==> config.mk <==
export PLATFORM = sky130hd
export DESIGN_NAME = glb_psum_collector
export DESIGN_NICKNAME = d
export VERILOG_FILES = /design/src/rtl/glb_pkg.sv /design/src/rtl/glb_result_fifo.sv /design/src/rtl/glb_psum_collector.sv
export SDC_FILE = /design/constraint.sdc
export NUM_CORES = 1
export LEC_CHECK = 0
export ABC_AREA = 1
export CORE_ASPECT_RATIO = 1.4
export CORE_UTILIZATION = 28
export CTS_CLUSTER_DIAMETER = 150
export DETAILED_ROUTE_END_ITERATION = 8
export PLACE_DENSITY = 0.41
export SKIP_CTS_REPAIR_TIMING = 1
export SLEW_MARGIN = 20
export SYNTH_ARGS = -nofsm -noshare
export SYNTH_HDL_FRONTEND = slang
export SYNTH_SLANG_ARGS = --single-unit
==> constraint.sdc <==
create_clock -name clk -period 4.9 [get_ports clk]
set_clock_uncertainty 0.1 [all_clocks]
set_input_delay 0.735 -clock clk [delete_from_list [all_inputs] [get_ports clk]]
set_output_delay 0.735 -clock clk [all_outputs]
set_load 0.005 [all_outputs]
==> src/rtl/glb_pkg.sv <==
// Shared types for the GLB write-back path: tag type, collector FSM states
// and a sign-extension helper for psum-to-accumulator widening.
package glb_pkg;

  localparam int NUM_COL = 4;
  localparam int TAG_W   = $clog2(NUM_COL);
  localparam int PSUM_W  = 16;
  localparam int ACC_W   = 2 * PSUM_W;

  typedef logic [TAG_W-1:0] tag_t;

  typedef enum logic {
    IDLE  = 1'b0,
    ACCUM = 1'b1
  } collector_state_e;

  // Widen a default-width psum to the default accumulator width.
  function automatic logic [ACC_W-1:0] sext(input logic [PSUM_W-1:0] v);
    return {{(ACC_W - PSUM_W){v[PSUM_W-1]}}, v};
  endfunction

endpackage

==> src/rtl/glb_result_fifo.sv <==
// Synchronous first-word-fall-through FIFO with synchronous clear.
// The head word is always visible on dout; dout reads 0 while empty.
module glb_result_fifo #(
  parameter int WIDTH = 32,
  parameter int DEPTH = 8
) (
  input  logic             clk,
  input  logic             rstn,
  input  logic             clear,
  input  logic             push,
  input  logic [WIDTH-1:0] din,
  input  logic             pop,
  output logic [WIDTH-1:0] dout,
  output logic             full,
  output logic             empty
);

  localparam int AW = $clog2(DEPTH);

  // One extra pointer bit separates full from empty when the indices match.
  logic [AW:0]                  wr_q, rd_q;
  logic [DEPTH-1:0][WIDTH-1:0] mem_q;

  assign empty = (wr_q == rd_q);
  assign full  = (wr_q[AW] != rd_q[AW]) && (wr_q[AW-1:0] == rd_q[AW-1:0]);
  assign dout  = empty ? '0 : mem_q[rd_q[AW-1:0]];

  // Pointer update; clear dominates any push or pop in the same cycle.
  always_ff @(posedge clk or negedge rstn) begin
    if (!rstn) begin
      wr_q <= '0;
      rd_q <= '0;
    end else if (clear) begin
      wr_q <= '0;
      rd_q <= '0;
    end else begin
      if (push && !full)  wr_q <= wr_q + 1'b1;
      if (pop  && !empty) rd_q <= rd_q + 1'b1;
    end
  end

  // Storage write; contents are don't-care until the pointers cover them.
  always_ff @(posedge clk) begin
    if (push && !full && !clear) mem_q[wr_q[AW-1:0]] <= din;
  end

endmodule

==> src/rtl/glb_psum_collector.sv <==
// Receive end of the P2P psum chain: filters psums by column tag, reduces
// every kernel_size matched psums into one sum and queues results for the
// global buffer write port.
module glb_psum_collector
  import glb_pkg::*;
#(
  parameter int DATA_WIDTH = 16,
  parameter int NUM_COL    = 4,
  parameter int ACC_WIDTH  = 2 * DATA_WIDTH,
  parameter int FIFO_DEPTH = 8
) (
  input  logic                       clk,
  input  logic                       rstn,
  input  logic                       en,
  input  logic                       flush,
  input  logic [7:0]                 kernel_size,
  input  logic [$clog2(NUM_COL)-1:0] ID,
  input  logic                       pe_valid,
  output logic                       pe_ready,
  input  logic [$clog2(NUM_COL)-1:0] pe_tag,
  input  logic [DATA_WIDTH-1:0]      pe_psum,
  output logic                       out_valid,
  input  logic                       out_ready,
  output logic [ACC_WIDTH-1:0]       out_data,
  output logic                       busy,
  output logic [7:0]                 drop_cnt
);

  collector_state_e     state_q, state_d;
  logic [ACC_WIDTH-1:0] acc_q, acc_d;
  logic [7:0]           cnt_q, cnt_d;
  logic [7:0]           ks_q, ks_d;
  logic [7:0]           drop_q, drop_d;

  logic                 fifo_full, fifo_empty;
  logic                 accept, match, push;
  logic [ACC_WIDTH-1:0] push_data, psum_ext, sum;
  logic [7:0]           ks_eff;

  // rstn gates pe_ready so it drops the instant reset asserts.
  assign pe_ready  = rstn & en & ~flush & ~fifo_full;
  assign accept    = pe_valid & pe_ready;
  assign match     = (pe_tag == ID);
  assign psum_ext  = {{(ACC_WIDTH - DATA_WIDTH){pe_psum[DATA_WIDTH-1]}}, pe_psum};
  assign sum       = acc_q + psum_ext;
  assign ks_eff    = (kernel_size == 8'd0) ? 8'd1 : kernel_size;
  assign out_valid = ~fifo_empty;
  assign busy      = (state_q == ACCUM) | ~fifo_empty;
  assign drop_cnt  = drop_q;

  // Next-state: flush clears everything; mismatched tags only bump drop_cnt.
  always_comb begin
    state_d   = state_q;
    acc_d     = acc_q;
    cnt_d     = cnt_q;
    ks_d      = ks_q;
    drop_d    = drop_q;
    push      = 1'b0;
    push_data = '0;
    if (flush) begin
      state_d = IDLE;
      acc_d   = '0;
      cnt_d   = '0;
      drop_d  = '0;
    end else if (accept) begin
      if (!match) begin
        if (drop_q != 8'hFF) drop_d = drop_q + 8'd1;
      end else begin
        case (state_q)
          IDLE: begin
            ks_d = ks_eff;
            if (ks_eff == 8'd1) begin
              push      = 1'b1;
              push_data = psum_ext;
            end else begin
              acc_d   = psum_ext;
              cnt_d   = 8'd1;
              state_d = ACCUM;
            end
          end
          ACCUM: begin
            if ({1'b0, cnt_q} + 9'd1 == {1'b0, ks_q}) begin
              push      = 1'b1;
              push_data = sum;
              acc_d     = '0;
              cnt_d     = '0;
              state_d   = IDLE;
            end else begin
              acc_d = sum;
              cnt_d = cnt_q + 8'd1;
            end
          end
          default: state_d = IDLE;
        endcase
      end
    end
  end

  // State registers.
  always_ff @(posedge clk or negedge rstn) begin
    if (!rstn) begin
      state_q <= IDLE;
      acc_q   <= '0;
      cnt_q   <= '0;
      ks_q    <= 8'd1;
      drop_q  <= '0;
    end else begin
      state_q <= state_d;
      acc_q   <= acc_d;
      cnt_q   <= cnt_d;
      ks_q    <= ks_d;
      drop_q  <= drop_d;
    end
  end

  glb_result_fifo #(
    .WIDTH (ACC_WIDTH),
    .DEPTH (FIFO_DEPTH)
  ) u_fifo (
    .clk   (clk),
    .rstn  (rstn),
    .clear (flush),
    .push  (push),
    .din   (push_data),
    .pop   (out_ready & ~fifo_empty & ~flush),
    .dout  (out_data),
    .full  (fifo_full),
    .empty (fifo_empty)
  );

endmodule

# Yosys cells after proc, flatten, opt, wreduce, memory -nomap -nowiden
# Index checks and enable logic that the tools add are counted.
totals:
  regBits: 321
  input_bits: 34
  word_cells: 107
classes:
  add_sub_neg: 6
  n_lt_le_gt_ge: 3
  eq_ne: 9
  mux: 45
  bitwise_logic: 11
  reduce_logical: 18
op_table:
  columns: ["cell", "n"]
  rows:
  - ["$mux W32", 13]
  - ["$bwmux W256", 1]
  - ["$pmux W32 S2", 2]
  - ["$bmux W32 S3", 1]
  - ["$demux W32 S3", 1]
  - ["$mux W8", 10]
  - ["$add A32 B32 Y32", 1]
  - ["$add A8 B1 Y8 const B", 2]
  - ["$mux W4", 4]
  - ["$pmux W8 S2", 1]
  - ["$mux W1", 10]
  - ["$reduce_bool A2 Y1", 5]
  - ["$add A8 B1 Y9 const B", 1]
  - ["$eq A9 B8 Y1", 1]
  - ["$add A4 B1 Y4 const B", 2]
  - ["$eq A8 B1 Y1 const B", 1]
  - ["$logic_not A8 Y1", 1]
  - ["$lt A3 B4 Y1 const B", 2]
  - ["$ne A8 B8 Y1 const B", 1]
  - ["$and A1 B1 Y1", 6]
  - ["$reduce_and A3 Y1", 2]
  - ["$logic_and A1 B1 Y1", 5]
  - ["$eq A4 B4 Y1", 1]
  - ["$not A1 Y1", 4]
  - ["11 further kinds", 14]

# Depth between registers and ports, before layout
depth:
  ltp_word: 11
  mapped_depth: 16
  depth_no_buf: 16

# Cells and area by module
# A second synthesis with hierarchy kept.
hier_totals:
  cells_unflattened: 1856
  hier_area_um2: 16544.6
by_module_without_submodules:
  columns: ["module", "n_inst", "cells_each", "area_each_um2"]
  rows:
  - ["glb_result_fifo", 1, 852, 10741.6]
  - ["glb_psum_collector", 1, 1004, 5803.1]

# Least setup slack after synthesis
# Ideal clock, no wire load.
synth_timing:
  path_type: "flip-flop to flip-flop"
  startpoint: "register cnt_q[0]"
  endpoint: "register u_fifo.mem_q[100] (netlist name) (enable)"
  setup_ns: 0.461
  t_arrival_ns: 3.895
  required_time_ns: 4.339
  slack_ns: 0.444
  path_stages_with_launch: 10
  path_cell_list: "dfrtp_1 > ha_1 > xor2_1 > nor2_1 > nand3_1 > nor2_2 > nand4_4 > nand2_4 > nand2_4 > nor3_1"
synth_via:
  elab_chain_cells: 9
synth_rtl:
  columns: ["element", "line_no", "rtl"]
  rows:
  - ["start: declaration", "glb_psum_collector.sv:31", "logic [7:0] cnt_q, cnt_d;"]
  - ["start signal: assignment", "glb_psum_collector.sv:110", "cnt_q <= cnt_d;"]
  - ["$add A8 B1 Y9", "glb_psum_collector.sv:82", "if ({1'b0, cnt_q} + 9'd1 == {1'b0, ks_q}) begin"]
  - ["$eq A9 B8 Y1", "glb_psum_collector.sv:82", null]
  - ["$mux W1", "glb_psum_collector.sv:82", null]
  - ["$pmux W1 S2", "glb_psum_collector.sv:69", "case (state_q)"]
  - ["$mux W1", "glb_psum_collector.sv:66", "if (!match) begin"]
  - ["$mux W1", "glb_psum_collector.sv:65", "end else if (accept) begin"]
  - ["$mux W1", "glb_psum_collector.sv:60", "if (flush) begin"]
  - ["$logic_and A1 B1 Y1 (2 in a row)", "glb_result_fifo.sv:44", "if (push && !full && !clear) mem_q[wr_q[AW-1:0]] <= din;"]
  - ["end signal: indexed assignment", "glb_result_fifo.sv:44", null]
  - ["end: declaration", "glb_result_fifo.sv:22", "logic [DEPTH-1:0][WIDTH-1:0] mem_q;"]
# No other way between the ends.
# A chain may end at the register's enable or synchronous reset.

# Final worst setup path
layout_timing:
  startpoint: "register u_fifo.rd_q[0]"
  endpoint: "output port out_data[22]"
layout_via:
  elab_chain_cells: 3
  elab_cells_between_ends: 4
  classes_between: "eq/ne: 1; mux: 3"
layout_rtl:
  columns: ["element", "line_no", "rtl"]
  rows:
  - ["start: declaration", "glb_result_fifo.sv:21", "logic [AW:0] wr_q, rd_q;"]
  - ["start signal: assignment", "glb_result_fifo.sv:38", "if (pop && !empty) rd_q <= rd_q + 1'b1;"]
  - ["$bmux W32 S3", "glb_result_fifo.sv:26", "assign dout = empty ? '0 : mem_q[rd_q[AW-1:0]];"]
  - ["$mux W32 (not written as such)", "glb_result_fifo.sv:26", null]
  - ["$mux W32 (*)", "glb_result_fifo.sv:26", null]
  - ["end: declaration", "glb_psum_collector.sv:24", "output logic [ACC_WIDTH-1:0] out_data,"]
# Mark *: on every way between the ends. The rest lies on a longest branch, timed or not. The select of a mux whose other input is x is not followed.

==> results.md <==
- Outcome: completed
- Slew margin rel.: 36.1%
- Sequential share of power: 47.3%
- Placed cells: 2495
- GR Layer Usage met3: 2.05%
- RR Endpoint: u_fifo.mem_q[29]
- Max-capacitance violation count: 0
- DRC viols: 0
- Pin count of the biggest net entering global routing: 105
- IO Pins: 77
- Clk sink count: 321
- Tot Pwr: 6.29 mW
- Crit path max fanout: 74
- CP arrival: 3.50 ns
- TritonCTS clock tree: done
- Detailed Route Iter0 Violations: 880
- H-tree depth: 2
- Die W: 204 µm
- Post-synth ARST share: 20.2%
- Ranking of synthesized cells by area: edfxtp_1 (48%), dfrtp_1 (10%), nand2_1 (7.3%), o21ai_0 (7.0%), nor2_1 (6.2%)
- VDD IR-drop max: 184 µV
- Clk pwr share: 41.2%
- Ys flop type: edfxtp_1
- Final Hold Vio Count: 0
- Global-route wire length before repair: 78400 µm
- Vias in the first global route: 12535
- Yosys top cell area share: 47.9%
- Comb power frac: 11.4%
- FP Rows: 103
- Seq/Total Area, Yosys: 58.0%
- Worst Path Required: 4.07 ns
- #FFs+latches synth: 321
- Net count after synthesis: 1784
- Critical R2R Launch: cnt_q[0]
- Worst-Margin Slew: 0.958 ns
- Nets: 1867
- Setup TNS: 0 ns
- Routed len/inst: 20.2 µm
- Worst reg-to-reg setup slack: 1.31 ns
- Slew Limit Fails: 0
- Mean post-synth cell area: 9.37 µm²
- Initial Util: 28.4%
- P_leak: 7.80 nW
- Syn. warnings: 0
- M2 GR Usage: 31.9%
- Clock Root Buffer: clkbuf_16
- Area Growth Syn to Fin: 18.2%
- Post-DP HPWL: 34200 µm
- Grt ovf: 0
- Switching Fraction: 26.0%
- Post-route ant nets: 0
- Hold Crit Class: in2async
- Met1 usage: 21.7%
- Clock Path Buffers: 3
- Sw Pwr: 1.64 mW
- Startpoint Class: flip-flop
- Period utilisation layout: 88.4%
- Initial antenna violation count: 0
- Num CTS Buffers: 35
- Port Buffers: 76
- Post-synth cell types: 48
- RSZ-0062 raised after global routing: no
- GPL Wtd Cong: 0.889
- Layout cells sized above 1: 8.45%
- DIE AREA: 58300 µm²
- Final Critical Period: 4.33 ns
- CP endpoint kind: output port
- Pint: 4.65 mW
- Vias: 12533
- Fin cells: 2559
- Register-to-Register Path Depth: 14
- Clk_lat worst skew: 0.53 ns
- Kind of critical path: reg2out
- GRT busiest layer: met2
- Pre-antenna DRT Iters: 5
- GRT Resource Usage Total: 17.8%
- Vias/cell: 4.90
- # setup viols final: 0
- EDFF count, synth: 256
- Synth Instances: 1714
- F_max: 231 MHz
- Synth Cell Area: 16100 µm²
- Die Y: 285 µm
- Utilization after layout: 33.6%
- Core ar.: 56600 µm²
- Clk pin slew, worst setup/hold paths: 0.07 ns
- Routed WL: 51800 µm
- PwrDens: 331 nW/µm²
- Synth area leader: edfxtp_1
-- worst max-delay path: stages, from the launching register on --
cell and delay, ns:
dfrtp_4 0.64, clkinv_2 0.38, buf_12 0.34, o21ai_0 0.13, o22ai_1 0.15, o21ai_0 0.09, a31oi_1 0.55, clkdlybuf4s50_1 0.64
-- cell usage in the layout (no fill, tap or decap), types with 4 or more instances in the layout --
cell type	Yosys	routed
o22ai_1	32	32
ha_1	35	35
nand2_1	313	313
o21ai_1	8	8
xnor2_1	6	6
and3_1	5	5
buf_12	0	8
nor2_4	7	12
inv_1	124	121
xor2_1	10	10
o31ai_1	5	5
o21a_1	5	5
dfrtp_1	64	61
nor2b_2	5	5
a21oi_1	64	64
clkbuf_1	53	11
clkinv_1	1	5
clkbuf_16	0	35
nor2_1	267	262
nand3_1	86	86
edfxtp_1	256	256
nor3_1	14	11
nor2_2	4	4
nand4_1	22	22
o21ai_0	224	224
nand2_2	7	7
a31oi_1	33	33
inv_2	5	7
clkdlybuf4s50_1	0	75
inv_6	0	4
nand2_4	7	7
buf_4	5	37
-- how the worst max path moves through the flow --
stage | cells after the start | startpoint | end | slack (ns)
CTS | 7 | u_fifo.rd_q[0] | out_data[22] | 0.56
global route | 7 | u_fifo.rd_q[0] | out_data[22] | 0.47
detailed placement | 15 | pe_psum[0] | u_fifo.mem_q[10] | 0.65
floorplan | 9 | cnt_q[0] | u_fifo.mem_q[100] | 0.44
finish | 7 | u_fifo.rd_q[0] | out_data[22] | 0.57
global placement | 15 | pe_psum[0] | u_fifo.mem_q[74] | 0.63
-- power groups by stage --
stage / registers, mW / clock network, mW / logic, mW
after global routing: 2.98 / 2.75 / 0.809
final: 2.98 / 2.60 / 0.720
after floorplan: 3.01 / 0 / 0.451
after CTS: 2.98 / 2.66 / 0.736
after detailed placement: 3.03 / 0 / 0.734
after global placement: 3.03 / 0 / 0.733
-- synthesized netlist by cell type (6+ instances only) --
cell type	number
a21oi_1	64
a31oi_1	33
buf_2	7
clkbuf_1	53
dfrtp_1	64
edfxtp_1	256
ha_1	35
inv_1	124
nand2_1	313
nand2_2	7
nand2_4	7
nand3_1	86
nand4_1	22
nor2_1	267
nor2_4	7
nor3_1	14
o21ai_0	224
o21ai_1	8
o22ai_1	32
xnor2_1	6
xor2_1	10
-- state kept, by name, summed over array words and instances, names as in the netlist --
name,cells
drop_cnt,8
u_fifo.mem_q,256
state_q,1
u_fifo.wr_q,4
ks_q,8
u_fifo.rd_q,4
cnt_q,8
acc_q,32
-- metal layers --
| metal | share of wire [%] | vias up |
|---|---|---|
| met5 | 0 | - |
| met4 | 3.3 | 0 |
| met3 | 3.6 | 80 |
| met2 | 52 | 267 |
| met1 | 41 | 6086 |
| li1 | - | 6100 |
-- stage by stage --
stage	worst slack [ns]	instance area, µm²	hold WS [ns]
after global routing	0.465	19000	0.314
final	0.567	19000	0.289
after detailed placement	0.645	17900	0.367
after CTS	0.557	19000	0.303
after global placement	0.626	17900	0.364
after floorplan	0.444	16100	0.339
-- cells by family (layout without fill, tap and decap cells) --
group,after synthesis,after routing,share of synthesized area (%)
xor+xnor,16,16,0.872
buf+inv,205,314,5.16
fa+ha+maj,36,36,2.85
other cells,0,1,0
simple gates,754,754,20.4
compound gates,382,382,12.8
flops,321,321,58.0
-- layout make-up --
| cell class | instances | area [µm²] |
|---|---|---|
| diodes | 1 | 2.50 |
| clock buffers | 48 | 945 |
| clock inverters | 15 | 145 |
| fillers | 5730 | 37600 |
| inverters | 131 | 495 |
| multi-input cells | 1188 | 5970 |
| flip-flops and latches | 321 | 9320 |
| well taps | 735 | 920 |
| repair buffers | 120 | 1190 |
Power figures use the tool's default switching activity.
